[src/rtl/keypad_pkg.sv]
// Shared definitions for the keypad entry/display subsystem.
// Contents: scanner state enum, key map (row*4+col -> hex value),
// active-low 7-segment decoder and the blank segment pattern.
package keypad_pkg;

    typedef enum logic [1:0] {
        SCAN     = 2'd0,
        DEBOUNCE = 2'd1,
        HELD     = 2'd2,
        RELEASE  = 2'd3
    } scan_state_t;

    localparam logic [6:0] SEG_BLANK = 7'h7F;

    // Physical layout: 1 2 3 A / 4 5 6 B / 7 8 9 C / E 0 F D
    localparam logic [3:0] KEYMAP [16] = '{
        4'h1, 4'h2, 4'h3, 4'hA,
        4'h4, 4'h5, 4'h6, 4'hB,
        4'h7, 4'h8, 4'h9, 4'hC,
        4'hE, 4'h0, 4'hF, 4'hD
    };

    // Segments {g,f,e,d,c,b,a}, a lit segment is 0.
    function automatic logic [6:0] hex7seg(input logic [3:0] v);
        logic [6:0] s;
        case (v)
            4'h0: s = 7'h40;  4'h1: s = 7'h79;  4'h2: s = 7'h24;  4'h3: s = 7'h30;
            4'h4: s = 7'h19;  4'h5: s = 7'h12;  4'h6: s = 7'h02;  4'h7: s = 7'h78;
            4'h8: s = 7'h00;  4'h9: s = 7'h10;  4'hA: s = 7'h08;  4'hB: s = 7'h03;
            4'hC: s = 7'h46;  4'hD: s = 7'h21;  4'hE: s = 7'h06;  default: s = 7'h0E;
        endcase
        return s;
    endfunction

endpackage

[src/rtl/keypad_scan_fsm.sv]
// Matrix keypad scanner with counting debounce.
// Ports:
//   clk, reset          system clock, synchronous active-high reset
//   keypad_cols [COLS]  column sense, active-low, asynchronous
//   keypad_rows [ROWS]  row drive, active-low one-hot (all ones in reset)
//   key_strobe          one-cycle pulse per accepted key
//   key_value [4]       hex value of the last accepted key
module keypad_scan_fsm
    import keypad_pkg::*;
#(
    parameter int ROWS            = 4,
    parameter int COLS            = 4,
    parameter int SCAN_DIV        = 1000,
    parameter int DEBOUNCE_CYCLES = 20000
) (
    input  logic            clk,
    input  logic            reset,
    input  logic [COLS-1:0] keypad_cols,
    output logic [ROWS-1:0] keypad_rows,
    output logic            key_strobe,
    output logic [3:0]      key_value
);
    localparam int SW = $clog2(SCAN_DIV) + 1;
    localparam int DW = $clog2(DEBOUNCE_CYCLES) + 1;
    localparam logic [SW-1:0] SCAN_LAST = SW'(SCAN_DIV - 1);
    localparam logic [DW-1:0] DEB_LAST  = DW'(DEBOUNCE_CYCLES - 1);
    localparam logic [1:0]    ROW_LAST  = 2'(ROWS - 1);

    logic [COLS-1:0] cols_p0, cols_p1;
    scan_state_t     state, state_d;
    logic [1:0]      row, row_d, col, col_d, first_low;
    logic [SW-1:0]   scan_cnt, scan_cnt_d;
    logic [DW-1:0]   deb_cnt, deb_cnt_d;
    logic            strobe_d, key_low, any_low;
    logic [3:0]      value_d, col_vec, row_drive;

    // Stage p0/p1: two-flop synchroniser on the asynchronous columns
    always_ff @(posedge clk) begin
        cols_p0 <= keypad_cols;
        cols_p1 <= cols_p0;
    end

    function automatic logic [1:0] next_row(input logic [1:0] r);
        return (r == ROW_LAST) ? 2'd0 : r + 2'd1;
    endfunction

    always_comb begin
        // Columns absent from a narrower keypad read as released.
        col_vec = '1;
        col_vec[COLS-1:0] = cols_p1;
        any_low = ~&col_vec;
        first_low = 2'd0;
        for (int i = 3; i >= 0; i--) begin
            if (!col_vec[i]) first_low = 2'(i);
        end
        key_low = ~col_vec[col];
    end

    always_comb begin
        state_d    = state;
        row_d      = row;
        col_d      = col;
        scan_cnt_d = scan_cnt;
        deb_cnt_d  = deb_cnt;
        strobe_d   = 1'b0;
        value_d    = key_value;
        case (state)
            SCAN: begin
                if (scan_cnt == SCAN_LAST) begin
                    scan_cnt_d = '0;
                    if (any_low) begin
                        state_d   = DEBOUNCE;
                        col_d     = first_low;
                        deb_cnt_d = '0;
                    end else begin
                        row_d = next_row(row);
                    end
                end else begin
                    scan_cnt_d = scan_cnt + SW'(1);
                end
            end
            DEBOUNCE: begin
                if (!key_low) begin
                    state_d    = SCAN;
                    row_d      = next_row(row);
                    scan_cnt_d = '0;
                end else if (deb_cnt == DEB_LAST) begin
                    state_d  = HELD;
                    strobe_d = 1'b1;
                    value_d  = KEYMAP[{row, col}];
                end else begin
                    deb_cnt_d = deb_cnt + DW'(1);
                end
            end
            HELD: begin
                if (!key_low) begin
                    state_d   = RELEASE;
                    deb_cnt_d = '0;
                end
            end
            RELEASE: begin
                if (key_low) begin
                    state_d = HELD;
                end else if (deb_cnt == DEB_LAST) begin
                    state_d    = SCAN;
                    row_d      = next_row(row);
                    scan_cnt_d = '0;
                end else begin
                    deb_cnt_d = deb_cnt + DW'(1);
                end
            end
            default: state_d = SCAN;
        endcase
        // Row output is registered from the next row so it always matches row.
        row_drive = '1;
        row_drive[row_d] = 1'b0;
    end

    always_ff @(posedge clk) begin
        if (reset) begin
            state       <= SCAN;
            row         <= 2'd0;
            col         <= 2'd0;
            scan_cnt    <= '0;
            deb_cnt     <= '0;
            key_strobe  <= 1'b0;
            key_value   <= 4'h0;
            keypad_rows <= '1;
        end else begin
            state       <= state_d;
            row         <= row_d;
            col         <= col_d;
            scan_cnt    <= scan_cnt_d;
            deb_cnt     <= deb_cnt_d;
            key_strobe  <= strobe_d;
            key_value   <= value_d;
            keypad_rows <= row_drive[ROWS-1:0];
        end
    end

endmodule

[src/rtl/keypad_entry_display.sv]
// Keypad entry buffer with multiplexed 7-segment display.
// Ports:
//   clk, reset            system clock, synchronous active-high reset
//   clear                 empties the entry buffer (wins over a new key)
//   keypad_rows [ROWS]    row drive, active-low one-hot
//   keypad_cols [COLS]    column sense, active-low, asynchronous
//   key_strobe, key_value accepted-key pulse and its hex value
//   seg [7]               segments {g..a}, active-low
//   select [NUM_DIGITS]   digit enables, active-low one-hot
module keypad_entry_display
    import keypad_pkg::*;
#(
    parameter int ROWS            = 4,
    parameter int COLS            = 4,
    parameter int NUM_DIGITS      = 4,
    parameter int SCAN_DIV        = 1000,
    parameter int DEBOUNCE_CYCLES = 20000,
    parameter int REFRESH_DIV     = 2000
) (
    input  logic                  clk,
    input  logic                  reset,
    input  logic                  clear,
    output logic [ROWS-1:0]       keypad_rows,
    input  logic [COLS-1:0]       keypad_cols,
    output logic                  key_strobe,
    output logic [3:0]            key_value,
    output logic [6:0]            seg,
    output logic [NUM_DIGITS-1:0] select
);
    localparam int SLOT_W = (NUM_DIGITS > 1) ? $clog2(NUM_DIGITS) : 1;
    localparam int RW     = $clog2(REFRESH_DIV) + 1;
    localparam logic [SLOT_W-1:0] SLOT_LAST = SLOT_W'(NUM_DIGITS - 1);
    localparam logic [RW-1:0]     REF_LAST  = RW'(REFRESH_DIV - 1);

    logic [3:0]            digit [NUM_DIGITS];
    logic [NUM_DIGITS-1:0] valid;
    logic [SLOT_W-1:0]     slot, slot_nxt;
    logic [RW-1:0]         ref_cnt;
    logic                  gap;
    logic [6:0]            slot_seg;

    keypad_scan_fsm #(
        .ROWS            (ROWS),
        .COLS            (COLS),
        .SCAN_DIV        (SCAN_DIV),
        .DEBOUNCE_CYCLES (DEBOUNCE_CYCLES)
    ) u_scan (
        .clk         (clk),
        .reset       (reset),
        .keypad_cols (keypad_cols),
        .keypad_rows (keypad_rows),
        .key_strobe  (key_strobe),
        .key_value   (key_value)
    );

    // Entry buffer: new key enters at digit 0, oldest falls off the top.
    always_ff @(posedge clk) begin
        if (reset || clear) begin
            valid <= '0;
        end else if (key_strobe) begin
            valid <= (valid << 1) | NUM_DIGITS'(1);
        end
    end

    always_ff @(posedge clk) begin
        if (key_strobe && !clear) begin
            for (int i = NUM_DIGITS - 1; i > 0; i--) begin
                digit[i] <= digit[i-1];
            end
            digit[0] <= key_value;
        end
    end

    assign slot_nxt = (slot == SLOT_LAST) ? '0 : slot + SLOT_W'(1);

    // Each slot is lit for REFRESH_DIV cycles followed by one blank (gap)
    // cycle; the digit's pattern is captured during the gap so buffer
    // changes only appear at a slot boundary.
    always_ff @(posedge clk) begin
        if (reset) begin
            slot     <= '0;
            ref_cnt  <= '0;
            gap      <= 1'b0;
            slot_seg <= SEG_BLANK;
            seg      <= SEG_BLANK;
            select   <= '1;
        end else begin
            if (gap) begin
                gap      <= 1'b0;
                ref_cnt  <= '0;
                slot     <= slot_nxt;
                slot_seg <= valid[slot_nxt] ? hex7seg(digit[slot_nxt]) : SEG_BLANK;
            end else if (ref_cnt == REF_LAST) begin
                gap <= 1'b1;
            end else begin
                ref_cnt <= ref_cnt + RW'(1);
            end
            select <= gap ? '1 : ~(NUM_DIGITS'(1) << slot);
            seg    <= gap ? SEG_BLANK : slot_seg;
        end
    end

endmodule

[config.mk]
export PLATFORM = sky130hd
export DESIGN_NAME = keypad_entry_display
export DESIGN_NICKNAME = d
export VERILOG_FILES = /design/src/rtl/keypad_pkg.sv /design/src/rtl/keypad_scan_fsm.sv /design/src/rtl/keypad_entry_display.sv
export SDC_FILE = /design/constraint.sdc
export NUM_CORES = 1
export LEC_CHECK = 0
export BUFFER_PORTS_ARGS = -buffer_cell sky130_fd_sc_hd__buf_2
export CAP_MARGIN = 10
export CORE_UTILIZATION = 50
export DETAILED_ROUTE_END_ITERATION = 8
export PLACE_DENSITY = 0.75
export SETUP_SLACK_MARGIN = 0.05
export SKIP_CTS_REPAIR_TIMING = 1
export SYNTH_ARGS = -nofsm -noshare
export SYNTH_HDL_FRONTEND = slang
export SYNTH_HIERARCHICAL = 1
export SYNTH_SLANG_ARGS = --single-unit
export TNS_END_PERCENT = 50
[constraint.sdc]
create_clock -name clk -period 3 [get_ports clk]
set_clock_uncertainty 0.1 [all_clocks]
set_input_delay 0.75 -clock clk [delete_from_list [all_inputs] [get_ports clk]]
set_output_delay 0.75 -clock clk [all_outputs]
set_load 0.05 [all_outputs]
==> flow_summary.yaml <==
synth:
  yosysWarningCount: 6
  synth_nets: 521
  synth-main-ff-cell: "dfxtp_1"
  synth_top_area_share_pct: 35.8
  syn_area_um2: 4860
  synthTopCellsByArea: "dfxtp_1, edfxtp_1, mux2i_1"
  yosysSeqAreaShare_pct: 45.7
  yosysTopAreaCell: "dfxtp_1"
  async_flop_share_pct: 0
  synth_area_per_cell_um2: 9.83
  synth_cell_types: 64
  ys_ff_latch: 103
  synth_cells: 495
  synth_enable_flop_cells: 16
critical_path:
  path_class: "reg -> reg"
  cp-start-kind: "register"
  cp.required_ps: 3160
  arrival_ps: 2970
  path_max_fanout: 8
  critPathCaptureType: "register"
placed_design:
  port_buffers: 26
  place_congestion: 0.915
  dpl_cell_area_um2: 5050
  dp.cells: 627
  dpl.hpwl_mm: 6.40
floorplanning:
  die_area_um2: 10100
  pin_count: 27
  initial_core_util_pct: 52.1
  coreArea_um2: 9330
  die_h_um: 101
  row_count: 35
  die-width_um: 101
layout:
  seqCellArea_um2: 2220
  diodes: 0
  syn_to_final_growth_pct: 8.44
  final-instance-count-excl-fill: 643
  final_area_um2: 5270
  final_core_util_pct: 56.5
  drive_gt1_share_pct: 12.6
  multi_input_area_um2: 2440
  nFillCells: 806
  nets: 535
sta:
  setup_violations: 0
  whs_ps: 234
  period_minus_slack_ps: 2810
  finalHoldViolCount: 0
  period_share_pct: 93.7
  fmax_mhz: 356
  rsz0062_at_grt: "no"
  tns_ps: 0
  slew_headroom_pct: 51.1
  tightestPinTransition_ps: 730
  final_max_slew_viol_count: 0
pwr:
  switching_power_uw: 514
  swShare_pct: 21.3
  irDropWorstVdd_mv: 0.425
  p_seq_share_pct: 58.9
  clock_power_share_pct: 38.7
  p_int_mw: 1.90
  leakage_nw: 1.96
  power.density_nw_per_um2: 458
  power_frac_comb_pct: 2.4
global_routing:
  grt_overflow: 0
  grt_first_pass_wirelength_mm: 15.8
  track_usage_pct: 19.3
  grt_max_degree: 32
  antenna_found_initial: 0
  grt_pass1_vias: 3394
clock_tree:
  cts.sinks: 103
  root_buffer: "clkbuf_8"
  cts-buffers-inserted: 9
  cts_tree: "done"
  cts_buffer_depth: 2
  clkTransAtPathRegs_ps: 90
  htree_levels: 3
  clock_latency_ps: 360
route:
  drt-initial-drc-count: 267
  via_per_inst: 5.74
  totalWireLength_mm: 9.17
  ant_nets: 0
  vias: 3690
  dr.pass1.iters: 5
  routedWlPerCell_um: 14.3
  drcViolationCount: 0
flow_run:
  cap_violations: 0
run_status:
  outcome: "finished, final reports clean"
worst_hold_path:
  min_path_type: "reg -> reg"
-- power groups by stage --
| stage | logic, mW | clock network [mW] | registers [mW] |
|---|---|---|---|
| after floorplan | 0.0376 | 0 | 1.45 |
| after global placement | 0.0559 | 0 | 1.45 |
| after detailed placement | 0.0585 | 0 | 1.45 |
| after CTS | 0.0585 | 0.962 | 1.42 |
| after global routing | 0.0653 | 1.01 | 1.42 |
| final | 0.0584 | 0.934 | 1.42 |
-- through the flow --
stage | power (mW) | setup WS [ps]
2_1_floorplan | 1.49 | 317
3_3_place_gp | 1.51 | 352
3_5_place_dp | 1.51 | 171
4_1_cts | 2.44 | 149
5_1_grt | 2.50 | 61.2
6_report | 2.41 | 190
-- placed cells by master, fill, tap and decap left out, types with 15 or more instances in the layout --
cell type / n
buf_2: 26
dfxtp_1: 87
edfxtp_1: 16
ha_1: 18
inv_1: 15
mux2i_1: 29
nand2_1: 38
nand3_1: 21
nor2_1: 36
nor3_1: 22
o21ai_0: 17
-- metal layers --
| metal | up-vias | GRT usage (%) | share of wire (%) | wire length [um] |
|---|---|---|---|---|
| met4 | 0 | 7.36 | 1.1 | 101 |
| met3 | 10 | 3.74 | 3.6 | 331 |
| li1 | 1849 | - | - | - |
| met2 | 64 | 31.0 | 48 | 4410 |
| met1 | 1767 | 25.7 | 47 | 4330 |
| met5 | - | 0 | 0 | 0 |
-- critical path: stages, from the launching register on --
cell     delay [ps]
dfxtp_1         470
inv_1           110
ha_2            440
mux4_1          700
inv_1           190
ha_1            270
o21ai_0         170
mux2i_1         100
o21a_1          170
-- Yosys cell counts (12+ instances only) --
library cell  count
mux2i_1          29
nand2_1          38
dfxtp_1          87
nor3_1           22
nor2_1           36
edfxtp_1         16
ha_1             19
nand3_1          21
nand2b_1         12
o21ai_0          17
a31oi_1          12
clkbuf_1         19
inv_1            15
-- cell type report --
class,count,share of cell area (%)
clock inverter,7,1.80
inverter,15,1.07
timing repair buffer,32,3.32
clock buffer,9,2.35
tap,129,3.06
multi-input combinational,348,46.3
sequential,103,42.1
-- registers in the layout (all words and copies together), names as in the netlist, named ones only --
signal,cells
select,4
ref_cnt,12
digit,16
u_scan/cols_p0,4
u_scan/state,1
slot,2
gap,1
u_scan/keypad_rows,4
seg,7
u_scan/col_vec,4
u_scan/col,2
u_scan/key_strobe,1
u_scan/scan_cnt,11
slot_seg,7
valid,4
u_scan/key_value,4
u_scan/deb_cnt,16
u_scan/row,2
-- logic make-up after synthesis --
| family | synth area share [%] |
|---|---|
| adders and majority gates | 4.89 |
| DFF | 45.7 |
| xor gates and xnor gates | 1.80 |
| buffers and inverters | 4.19 |
| muxes | 9.21 |
| AOI/OAI and AO/OA | 11.9 |
| and+or+nand+nor | 22.4 |
-- path summary, 6_finish.rpt --
path	startpoint	endpoint	slack (ps)	cells past startpoint
worst min-delay path	u_scan/cols_p0[2]$_DFF_P_	u_scan/col_vec[2]$_DFF_P_	230	0
worst min register to register	u_scan/cols_p0[2]$_DFF_P_	u_scan/col_vec[2]$_DFF_P_	230	0
worst max register to register	slot[0]$_SDFFE_PP0P_	slot_seg[1]$_SDFFE_PP1P_	190	8
worst max-delay path	slot[0]$_SDFFE_PP0P_	slot_seg[1]$_SDFFE_PP1P_	190	8
(Power assumes the default switching activity.)
